**config.mk**
```make
export PLATFORM = sky130hd
export DESIGN_NAME = led_mode_ctrl
export DESIGN_NICKNAME = d
export VERILOG_FILES = /design/src/rtl/led_mode_ctrl.sv
export SDC_FILE = /design/constraint.sdc
export NUM_CORES = 1
export LEC_CHECK = 0
export CAP_MARGIN = 20
export CORE_MARGIN = 4
export CORE_UTILIZATION = 53
export DETAILED_ROUTE_END_ITERATION = 12
export GPL_TIMING_DRIVEN = 1
export PLACE_DENSITY = 0.79
export SYNTH_ARGS = -nofsm -noshare
export SYNTH_HDL_FRONTEND = slang
export SYNTH_SLANG_ARGS = --single-unit
```
**constraint.sdc**
```tcl
create_clock -name clk -period 1.9 [get_ports clk]
set_input_delay 0.285 -clock clk [delete_from_list [all_inputs] [get_ports clk]]
set_output_delay 0.285 -clock clk [all_outputs]
set_load 0.02 [all_outputs]
```
**src/rtl/led_mode_ctrl.sv**
```systemverilog
// LED pattern controller: a debounced pushbutton steps through four display modes,
// and a prescaled tick advances the pattern of the current mode.
module led_mode_ctrl #(
    parameter int LEDS_NR   = 6,
    parameter int TICK_DIV  = 1000000,
    parameter int DB_CYCLES = 16
) (
    input  logic               clk,
    input  logic               rst,
    input  logic               key,
    output logic [LEDS_NR-1:0] led,
    output logic [1:0]         mode
);

    typedef enum logic [1:0] {
        M_COUNT = 2'd0,
        M_CHASE = 2'd1,
        M_BLINK = 2'd2,
        M_OFF   = 2'd3
    } mode_t;

    localparam int PC_W = $clog2(TICK_DIV);
    localparam int DB_W = $clog2(DB_CYCLES + 1);
    localparam logic [PC_W-1:0] PC_LAST = PC_W'(TICK_DIV - 1);
    localparam logic [DB_W-1:0] DB_LAST = DB_W'(DB_CYCLES - 1);

    logic               r_sync1;
    logic               r_sync2;
    logic               r_stable;
    logic [DB_W-1:0]    r_dbc;
    logic [PC_W-1:0]    r_pc;
    logic [LEDS_NR-1:0] r_pattern;
    mode_t              r_state;

    logic               w_db_done;
    logic               w_press;
    logic               w_tick;
    mode_t              w_next_mode;
    logic [LEDS_NR-1:0] w_rot;

    // A press is the debounced 0->1 transition, decided on the same edge stable flips.
    assign w_db_done   = (r_sync2 != r_stable) && (r_dbc == DB_LAST);
    assign w_press     = w_db_done && r_sync2;
    assign w_tick      = (r_pc == PC_LAST);
    assign w_next_mode = mode_t'(r_state + 2'd1);

    generate
        if (LEDS_NR == 1) begin : g_rot_single
            assign w_rot = r_pattern;
        end else begin : g_rot_multi
            assign w_rot = {r_pattern[LEDS_NR-2:0], r_pattern[LEDS_NR-1]};
        end
    endgenerate

    function automatic logic [LEDS_NR-1:0] init_pattern(input mode_t m);
        case (m)
            M_CHASE: init_pattern = LEDS_NR'(1);
            M_BLINK: init_pattern = '1;
            default: init_pattern = '0;
        endcase
    endfunction

    // NOTE: sequential state uses non-blocking assignments so every flop samples pre-edge values.
    always_ff @(posedge clk) begin
        if (rst) begin
            r_sync1  <= 1'b0;
            r_sync2  <= 1'b0;
            r_stable <= 1'b0;
            r_dbc    <= '0;
        end else begin
            r_sync1 <= key;
            r_sync2 <= r_sync1;
            if (r_sync2 == r_stable) begin
                r_dbc <= '0;
            end else if (r_dbc == DB_LAST) begin
                r_stable <= r_sync2;
                r_dbc    <= '0;
            end else begin
                r_dbc <= r_dbc + DB_W'(1);
            end
        end
    end

    // Priority: reset, then press (discards a coincident tick), then OFF hold, then tick.
    always_ff @(posedge clk) begin
        if (rst) begin
            r_state   <= M_COUNT;
            r_pc      <= '0;
            r_pattern <= '0;
        end else if (w_press) begin
            r_state   <= w_next_mode;
            r_pc      <= '0;
            r_pattern <= init_pattern(w_next_mode);
        end else if (r_state == M_OFF) begin
            r_pc      <= '0;
            r_pattern <= '0;
        end else if (w_tick) begin
            r_pc <= '0;
            case (r_state)
                M_COUNT: r_pattern <= r_pattern + LEDS_NR'(1);
                M_CHASE: r_pattern <= w_rot;
                M_BLINK: r_pattern <= ~r_pattern;
                default: r_pattern <= '0;
            endcase
        end else begin
            r_pc <= r_pc + PC_W'(1);
        end
    end

    assign led  = r_pattern;
    assign mode = r_state;

endmodule

```
### After elaboration in Yosys (flattened, before gate mapping)

Cells that the tools add are included.

| storage, ports and cells | value |
|---|---|
| output and inout bits | 8 |
| register bits after elaboration | 36 |
| word-level logic and storage cells | 34 |

| cells by class | value |
|---|---|
| muxes and demuxes | 5 |
| bitwise gates (word level) | 2 |
| add/subtract/negate cells | 4 |
| equality and inequality tests | 9 |
| reduce and logical (&&, ||, !) cells | 7 |

Operator list:

| cell | count |
|---|---|
| $add A20 B1 Y20 const B | 1 |
| $eq A20 B20 Y1 const B | 1 |
| $mux W6 | 3 |
| $pmux W6 S3 | 1 |
| $pmux W6 S2 | 1 |
| $add A6 B1 Y6 const B | 1 |
| $eq A2 B2 Y1 const B | 3 |
| $not A6 Y6 | 1 |
| $add A5 B1 Y5 const B | 1 |
| $eq A5 B4 Y1 const B | 1 |
| $eq A2 B1 Y1 const B | 2 |
| $reduce_or A4 Y1 | 1 |
| $reduce_bool A3 Y1 | 1 |
| $reduce_or A3 Y1 | 1 |
| $add A2 B1 Y2 const B | 1 |
| $logic_and A1 B1 Y1 | 2 |
| $logic_not A2 Y1 | 1 |
| $reduce_and A2 Y1 | 1 |
| $eq A1 B1 Y1 | 1 |
| $ne A1 B1 Y1 | 1 |
| $not A1 Y1 | 1 |

### Longest topological paths before layout

Gate-level depths: netlist of run 1.

| logic depth | value |
|---|---|
| depth in word-level cells | 5 |
| mapped depth | 8 |

### Worst setup path before layout of run 1

No wires, ideal clock.

| timing | value |
|---|---|
| path kind | register to register |
| start point | reg r_dbc[0] |
| end point | reg r_pattern[3] (netlist: led[3]) |
| required time | 1.809 ns |
| clock period less this slack | 1.894 ns |
| arrival time | 1.803 ns |
| buffers on the path | 0 |
| cell stages (with the launch flop) | 8 |
| path slack | 0.006 ns |
| library setup time | 0.091 ns |
| path through | dfxtp_1 ha_1 and3_1 ha_1 and3b_1 nor2_1 o21ai_1 a311oi_1 |

| on the way | value |
|---|---|
| word-level cells in the longest chain between the ends | 4 |
| elaborated cells on any way between the ends | 5 |

RTL lines:

| what | line | source |
|---|---|---|
| start: declaration | 30 | `logic [DB_W-1:0] r_dbc;` |
| start signal: assignment | 79 | `r_dbc <= r_dbc + DB_W'(1);` |
| $eq A5 B4 Y1 * | 42 | `assign w_db_done = (r_sync2 != r_stable) && (r_dbc == DB_LAST);` |
| $logic_and A1 B1 Y1 * | 42 |  |
| $logic_and A1 B1 Y1 * | 43 | `assign w_press = w_db_done && r_sync2;` |
| $reduce_bool A3 Y1 (no line) / $mux W6 (equally long branches) | n/a |  |
| end signal: assignment | 93 | `r_pattern <= init_pattern(w_next_mode);` |
| end signal: assignment | 100 | `M_COUNT: r_pattern <= r_pattern + LEDS_NR'(1);` |
| end signal: assignment | 101 | `M_CHASE: r_pattern <= w_rot;` |
| end: declaration | 32 | `logic [LEDS_NR-1:0] r_pattern;` |

Mark *: on every way between the ends. The rest lies on a longest branch, timed or not.
A chain may end at the register's enable or synchronous reset.

### Worst setup path in the final report of run 1

| timing | value |
|---|---|
| start point | reg r_dbc[0] |
| end point | reg r_pattern[2] (netlist: led[2]) |

Same word-level chain as after synthesis.

==> results.md, run 1 <==
- Status: complete, no violations
- Vias in the first global route: 1392
- Crit path buf inv count: 1
- DRC: 0
- Largest net degree at the start of global routing: 21
- Crit-path slowest cell: dfxtp_2
- Slew HR: 68.75%
- Reg clk slew, reported paths: 0.11 ns
- Int Pwr: 1.052 mW
- Core box area: 0.003363 mm²
- Total grt overflow: 0
- Logic pwr share: 2.6%
- Sw Share: 21.46%
- P_sw: 287.4 µW
- N_diodes: 0
- Cell count along the critical path: 8
- Fmax: 545.0 MHz
- Final setup viols: 0
- HP Start: r_dbc[0]
- Sequential share of power: 57.5%
- Routed WL: 3689 µm
- FF-to-FF setup slack: 0.07 ns
- H-tree depth: 2
- CTS Root Cell: clkbuf_4
- Initial antenna violation count: 0
- Number of port buffers: 10
- Met3 Resource Use GR: 4.992%
- Met1 usage: 24.69%
- CTS Buf Count: 5
- Syn Nets: 220
- Gr usage total: 18.16%
- Die W: 67.15 µm
- Max Buffers Root-to-Sink: 2
- Mapped Area: 0.001854 mm²
- WP data required: 2.15 ns
- First-pass GRT wire length: 6389 µm
- Least-Margin Pin Slew: 0.4569 ns
- Starting DRT DRC Count: 117
- # hold bufs at CTS: 0
- Cells after synthesis: 208
- Die Span Y: 67.15 µm
- Setup ws final: 0.06518 ns
- Synth cell types: 44
- DIE AREA: 0.004509 mm²
- Seq/Total Area, Yosys: 38.87%
- Vias per cell: 5.776
- Met2 Use GR: 27.85%
- Setup crit start kind: flop
- I/O Pins: 11
- R2R Path Start: r_dbc[0]
- Area grow syn2layout: 16.26%
- Critical path peak fanout: 6
- Final hold vios: 0
- Router iterations before antenna repair: 4
- GPL Wtd Cong: 0.9193
- Slowest stage delay, CP: 0.35 ns
- # rows: 21
- Hold Path End: r_dbc[0]
- Max_cap viols: 0
- CP delay by family, top: simple AND/OR/NAND/NOR gates
- P per Cell Area: 621.2 mW/mm²
- Wire per inst: 13.56 µm
- Clk Latency, worst-skew pair: 0.34 ns
- R2R Path End: led[2]
- Worst R2R Path Depth: 8
- Critical path class: flop to flop
- Crit-path most repeated cell: ha_2
- Slew Limit Fails: 0
- Fraction of final layout cells sized beyond drive strength 1: 15.49%
- Clock power frac: 40.0%
- Worst clock skew: 0.006491 ns
- Min-Delay Path Class: flop to flop
- #FFs+latches synth: 36
- Period utilization: 96.57%
- CTS tree: done
- Num Clock Sinks: 36
- Fin Hold WS: 0.4260 ns
- Syn_area_per_cell: 8.915 µm²
- Sequence of cells on the critical path: ha_2 -> and3_1 -> ha_2 -> and3b_2 -> nor2_4 -> buf_6 -> nand2_1 -> a311oi_1
- Lkg Pwr: 0.7501 nW
- GRT busiest layer: met2
- Setup WS pre-CTS: -0.01321 ns
- Max IR drop VDD: 386.5 µV
- Total number of yosys warnings: 0
- Crit end category: flop
- Vias: 1571
- Initial Util: 55.13%
- Worst hold path depth: 1
- Detail Route Antenna Nets: 0
- Worst EP arrival: 2.09 ns
- Core Util, Final: 64.10%
- HPWL Detailed: 2541 µm
- Final Critical Period: 1.835 ns
- Nets: 237
==> layout make-up <==
type	count	area (µm²)
Fill cell	291	1207
Multi-Input combinational cell	154	1090
Sequential cell	36	723.2
Timing Repair Buffer	17	163.9
Tap cell	46	57.56
Clock inverter	3	42.54
Inverter	11	41.29
Clock buffer	5	37.54
==> placed cells by master (no fill, tap or decap), drive strengths merged, types with 2 or more instances in the layout <==
master / n
a2111oi: 6
a21oi: 7
a22oi: 2
a311oi: 5
and3: 5
and4: 4
buf: 7
clkbuf: 5
clkdlybuf4s50: 10
dfxtp: 36
ha: 9
inv: 11
mux2i: 3
nand2: 13
nand3: 12
nand4: 8
nor2: 24
nor2b: 2
nor3: 3
nor4: 2
nor4b: 2
o21ai: 10
o31ai: 4
or3: 4
xnor2: 10
xor2: 8
==> worst max path at each step <==
stage / to / slack, ns / from
detailed placement: led[5] / -0.01 / r_dbc[0]
floorplan: led[3] / 0.006 / r_dbc[0]
CTS: led[2] / 0.004 / r_dbc[0]
global placement: led[5] / 0.05 / r_dbc[0]
finish: led[2] / 0.07 / r_dbc[0]
global route: r_pc[5] / -0.03 / r_dbc[0]
==> synth_stat cells, drive strengths merged <==
master   number  area [µm²]
dfxtp        36       720.7
nor2         24       90.09
nand2        13       51.30
nand3        12       60.06
inv          11       41.29
o21ai        10       50.04
xnor2        10       87.58
ha            9       112.6
nand4         8       65.06
xor2          8       70.07
a21oi         7       38.79
a2111oi       6       52.55
a311oi        5       43.79
and3          5       31.28
clkbuf        5       28.77
and4          4       42.54
o31ai         4       30.03
or3           4       25.02
mux2i         3       30.03
nor3          3       15.01
a22oi         2       15.01
buf           2       12.51
nor2b         2       12.51
nor4          2       18.77
nor4b         2       17.52
a211oi        1       7.510
a31o          1       8.760
and2          1       6.260
and3b         1       8.760
nand4b        1       8.760
nor3b         1       7.510
o211ai        1       7.510
o221ai        1       8.760
or2           1       6.260
or4           1       7.510
or4b          1       13.76
==> worst reg2reg max path, stage by stage, from the launching register on <==
cell	delay (ns)
dfxtp_2	0.35
ha_2	0.18
and3_1	0.18
ha_2	0.18
and3b_2	0.26
nor2_4	0.16
buf_6	0.14
nand2_1	0.05
a311oi_1	0.25
==> timing repair <==
item                                    in CTS  in global routing
pin swaps                                    1                  5
endpoints found under the setup margin       8                 27
buffers inserted                             0                  1
resized for setup                            5                 14
==> cell families (layout without fill, tap and decap cells) <==
group / after synthesis / in the layout / synth area share (%)
mux: 3 / 3 / 1.619
xor+xnor: 18 / 18 / 8.502
compound gates: 38 / 38 / 14.17
flops: 36 / 36 / 38.87
fa+ha+maj: 9 / 9 / 6.073
buf+inv: 18 / 36 / 4.453
simple gates: 86 / 86 / 26.32
==> metal layers <==
metal / share of wire, % / vias to the layer above
met5: 0 / -
met4: 1.0 / 0
met3: 4.7 / 5
met2: 46 / 38
met1: 49 / 737
li1: - / 791
==> sequential cells by signal, summed over array words and instances (netlist names) <==
name      flops
r_pc         20
r_sync2       1
r_dbc         5
r_stable      1
mode          2
led           6
r_sync1       1
==> power groups by stage <==
| stage | registers [mW] | clock network, mW | logic, mW |
|---|---|---|---|
| after CTS | 0.770 | 0.545 | 0.0330 |
| after global routing | 0.772 | 0.588 | 0.0396 |
| after detailed placement | 0.787 | 0 | 0.0329 |
| after global placement | 0.786 | 0 | 0.0331 |
| after floorplan | 0.785 | 0 | 0.0231 |
| final | 0.770 | 0.535 | 0.0342 |
==> metrics by stage <==
| stage | power, mW | TNS (ns) | instance area, µm² | cells |
|---|---|---|---|---|
| after CTS | 1.348 | 0 | 2112 | 271 |
| after global placement | 0.8195 | 0 | 2016 | 263 |
| after detailed placement | 0.8198 | -0.01321 | 2016 | 263 |
| after floorplan | 0.8083 | 0 | 1854 | 208 |
| final | 1.339 | 0 | 2156 | 272 |
| after global routing | 1.399 | -0.1932 | 2156 | 272 |
(Power assumes the default switching activity.)
==> run 2: changes to the inputs <==
--- a/config.mk
+++ b/config.mk
@@ -11,6 +11,7 @@
 export DETAILED_ROUTE_END_ITERATION = 12
 export GPL_TIMING_DRIVEN = 1
 export PLACE_DENSITY = 0.79
+export SETUP_SLACK_MARGIN = 0.2
 export SYNTH_ARGS = -nofsm -noshare
 export SYNTH_HDL_FRONTEND = slang
 export SYNTH_SLANG_ARGS = --single-unit
==> run 2 against run 1 <==
Compared with the run above:
- utilization increased by 2.6 points
- clock skew about the same
- sequential power about the same
- largest power group unchanged
==> results.md, run 2 (synthesis gave the netlist of run 1 again) <==
- DRC: 0
- H-tree depth: 2
- Core box area: 0.003363 mm²
- Routed met1 length: 1752 µm
- Vias in the first global route: 1357
- Worst hold path depth: 1
- P per Cell Area: 545.9 mW/mm²
- I/O Pins: 11
- HP Start: r_sync1
- RSZ-0062 raised after global routing: yes
- # hold bufs at CTS: 0
- Fraction of final layout cells sized beyond drive strength 1: 21.40%
- Max IR drop VDD: 531.1 µV
- R2R Path End: led[5]
- Num Clock Sinks: 36
- Die Span Y: 67.15 µm
- Die W: 67.15 µm
- First-pass GRT wire length: 6292 µm
- Final setup viols: 0
- CTS Root Cell: clkbuf_4
- HPWL Detailed: 2541 µm
- Setup ws final: 0.1744 ns
- FF-to-FF setup slack: 0.17 ns
- Max FFs per register: 20
- Commonest non-fill, non-tap cell in the layout: dfxtp_1
- Period utilization: 90.82%
- Initial Util: 55.13%
- N_diodes: 0
- Largest net degree at the start of global routing: 21
- Biggest register: r_pc
- Wire length on met2: 1872 µm
- # rows: 21
- Slew HR: 79.02%
- Clk Latency, worst-skew pair: 0.33 ns
- Max Buffers Root-to-Sink: 2
- Number of port buffers: 10
- Final hold vios: 0
- Setup WS pre-CTS: 0.02004 ns
- Min-Delay Path Class: flop to flop
- CTS tree: done
- WP data required: 2.14 ns
- Crit end category: flop
- Nets: 240
- Router iterations before antenna repair: 4
- Worst R2R Path Depth: 8
- Vias: 1556
- Critical path class: flop to flop
- Least-Margin Pin Slew: 0.3141 ns
- Top layer in use: met4
- Setup crit start kind: flop
- Reg clk slew, reported paths: 0.10 ns
- Starting DRT DRC Count: 96
- Worst EP arrival: 1.96 ns
- WL met3: 117 µm
- Setup TNS: 0 ns
- Status: complete, no violations
- DIE AREA: 0.004509 mm²
- Hold Path End: r_sync2
- Total grt overflow: 0
- Vias per cell: 5.658
- Wire per inst: 13.84 µm
- Worst clock skew: 0.006521 ns
- Max_cap viols: 0
- Fmax: 579.5 MHz
- Most frequent cells in the layout: 32 x dfxtp_1, 23 x nor2_1, 12 x nand3_1
- Final Critical Period: 1.726 ns
- Lkg Pwr: 0.8743 nW
- CTS Buf Count: 5
- Initial antenna violation count: 0
- Critical path peak fanout: 6
- Area grow syn2layout: 20.92%
- Detail Route Antenna Nets: 0
- Routed WL: 3805 µm
- GPL Wtd Cong: 0.7713
- Slew Limit Fails: 0
- Gr usage total: 18.10%
- R2R Path Start: r_dbc[1]
[run 2: cell count changes in the layout (fill, tap and decap cells not counted), moves of 3 or more]
cell and change:
a2111oi_1 -5, a2111oi_2 +6, buf_4 +3, clkdlybuf4s50_1 -8, dlygate4sd2_1 +5, dlymetal6s2s_1 +3
[run 2: timing repair]
item,in CTS,in global routing
gates resized for setup,31,6
pin swaps,8,1
buffers inserted,3,0
setup endpoints to repair,33,29
[run 2: critical path: stages (launching register included)]
cell and delay [ns]:
dfxtp_2 0.35, ha_4 0.15, and3_4 0.18, ha_4 0.16
and3b_2 0.23, nor2_4 0.14, buf_6 0.14, o31ai_2 0.07
a311oi_1 0.21
[run 2: cell type report]
type	count	area [µm²]
Timing Repair Buffer	20	191.4
Sequential cell	36	725.7
Tap cell	46	57.56
Clock buffer	8	58.81
Inverter	11	41.29
Multi-Input combinational cell	154	1167
Fill cell	308	1121
[run 2: worst max-delay path by stage]
stage / startpoint / endpoint / cells after the start
after floorplan: r_dbc[0] / led[0] / 7
after global placement: r_dbc[0] / led[4] / 7
after detailed placement: r_dbc[0] / led[1] / 7
after CTS: r_dbc[1] / led[1] / 8
after global routing: r_dbc[0] / led[4] / 8
final: r_dbc[1] / led[5] / 8
[run 2: layer usage]
metal / global-route usage (%) / vias to the layer above
met5: 0 / -
met1: 23.64 / 730
met3: 4.160 / 7
met2: 30.06 / 22
li1: - / 797
met4: 4.557 / 0
[run 2: power breakdown]
part	switching [mW]	internal, mW	leakage (nW)
combinational	0.0191	0.0159	0.549
clock	0.236	0.183	0.0326
sequential	0.00733	0.762	0.293
total	0.263	0.961	0.874
[run 2: stage by stage]
step | area [µm²] | total power, mW | hold WS [ns] | util [%] | instances
after CTS | 2213 | 1.234 | 0.4579 | 65.81 | 275
after floorplan | 1873 | 0.8083 | 0.3566 | - | 208
final | 2242 | 1.224 | 0.4535 | 66.67 | 275
after global placement | 2038 | 0.8192 | 0.4230 | 60.60 | 264
after global routing | 2242 | 1.279 | 0.4703 | 66.67 | 275
after detailed placement | 2038 | 0.8201 | 0.4370 | 60.60 | 264
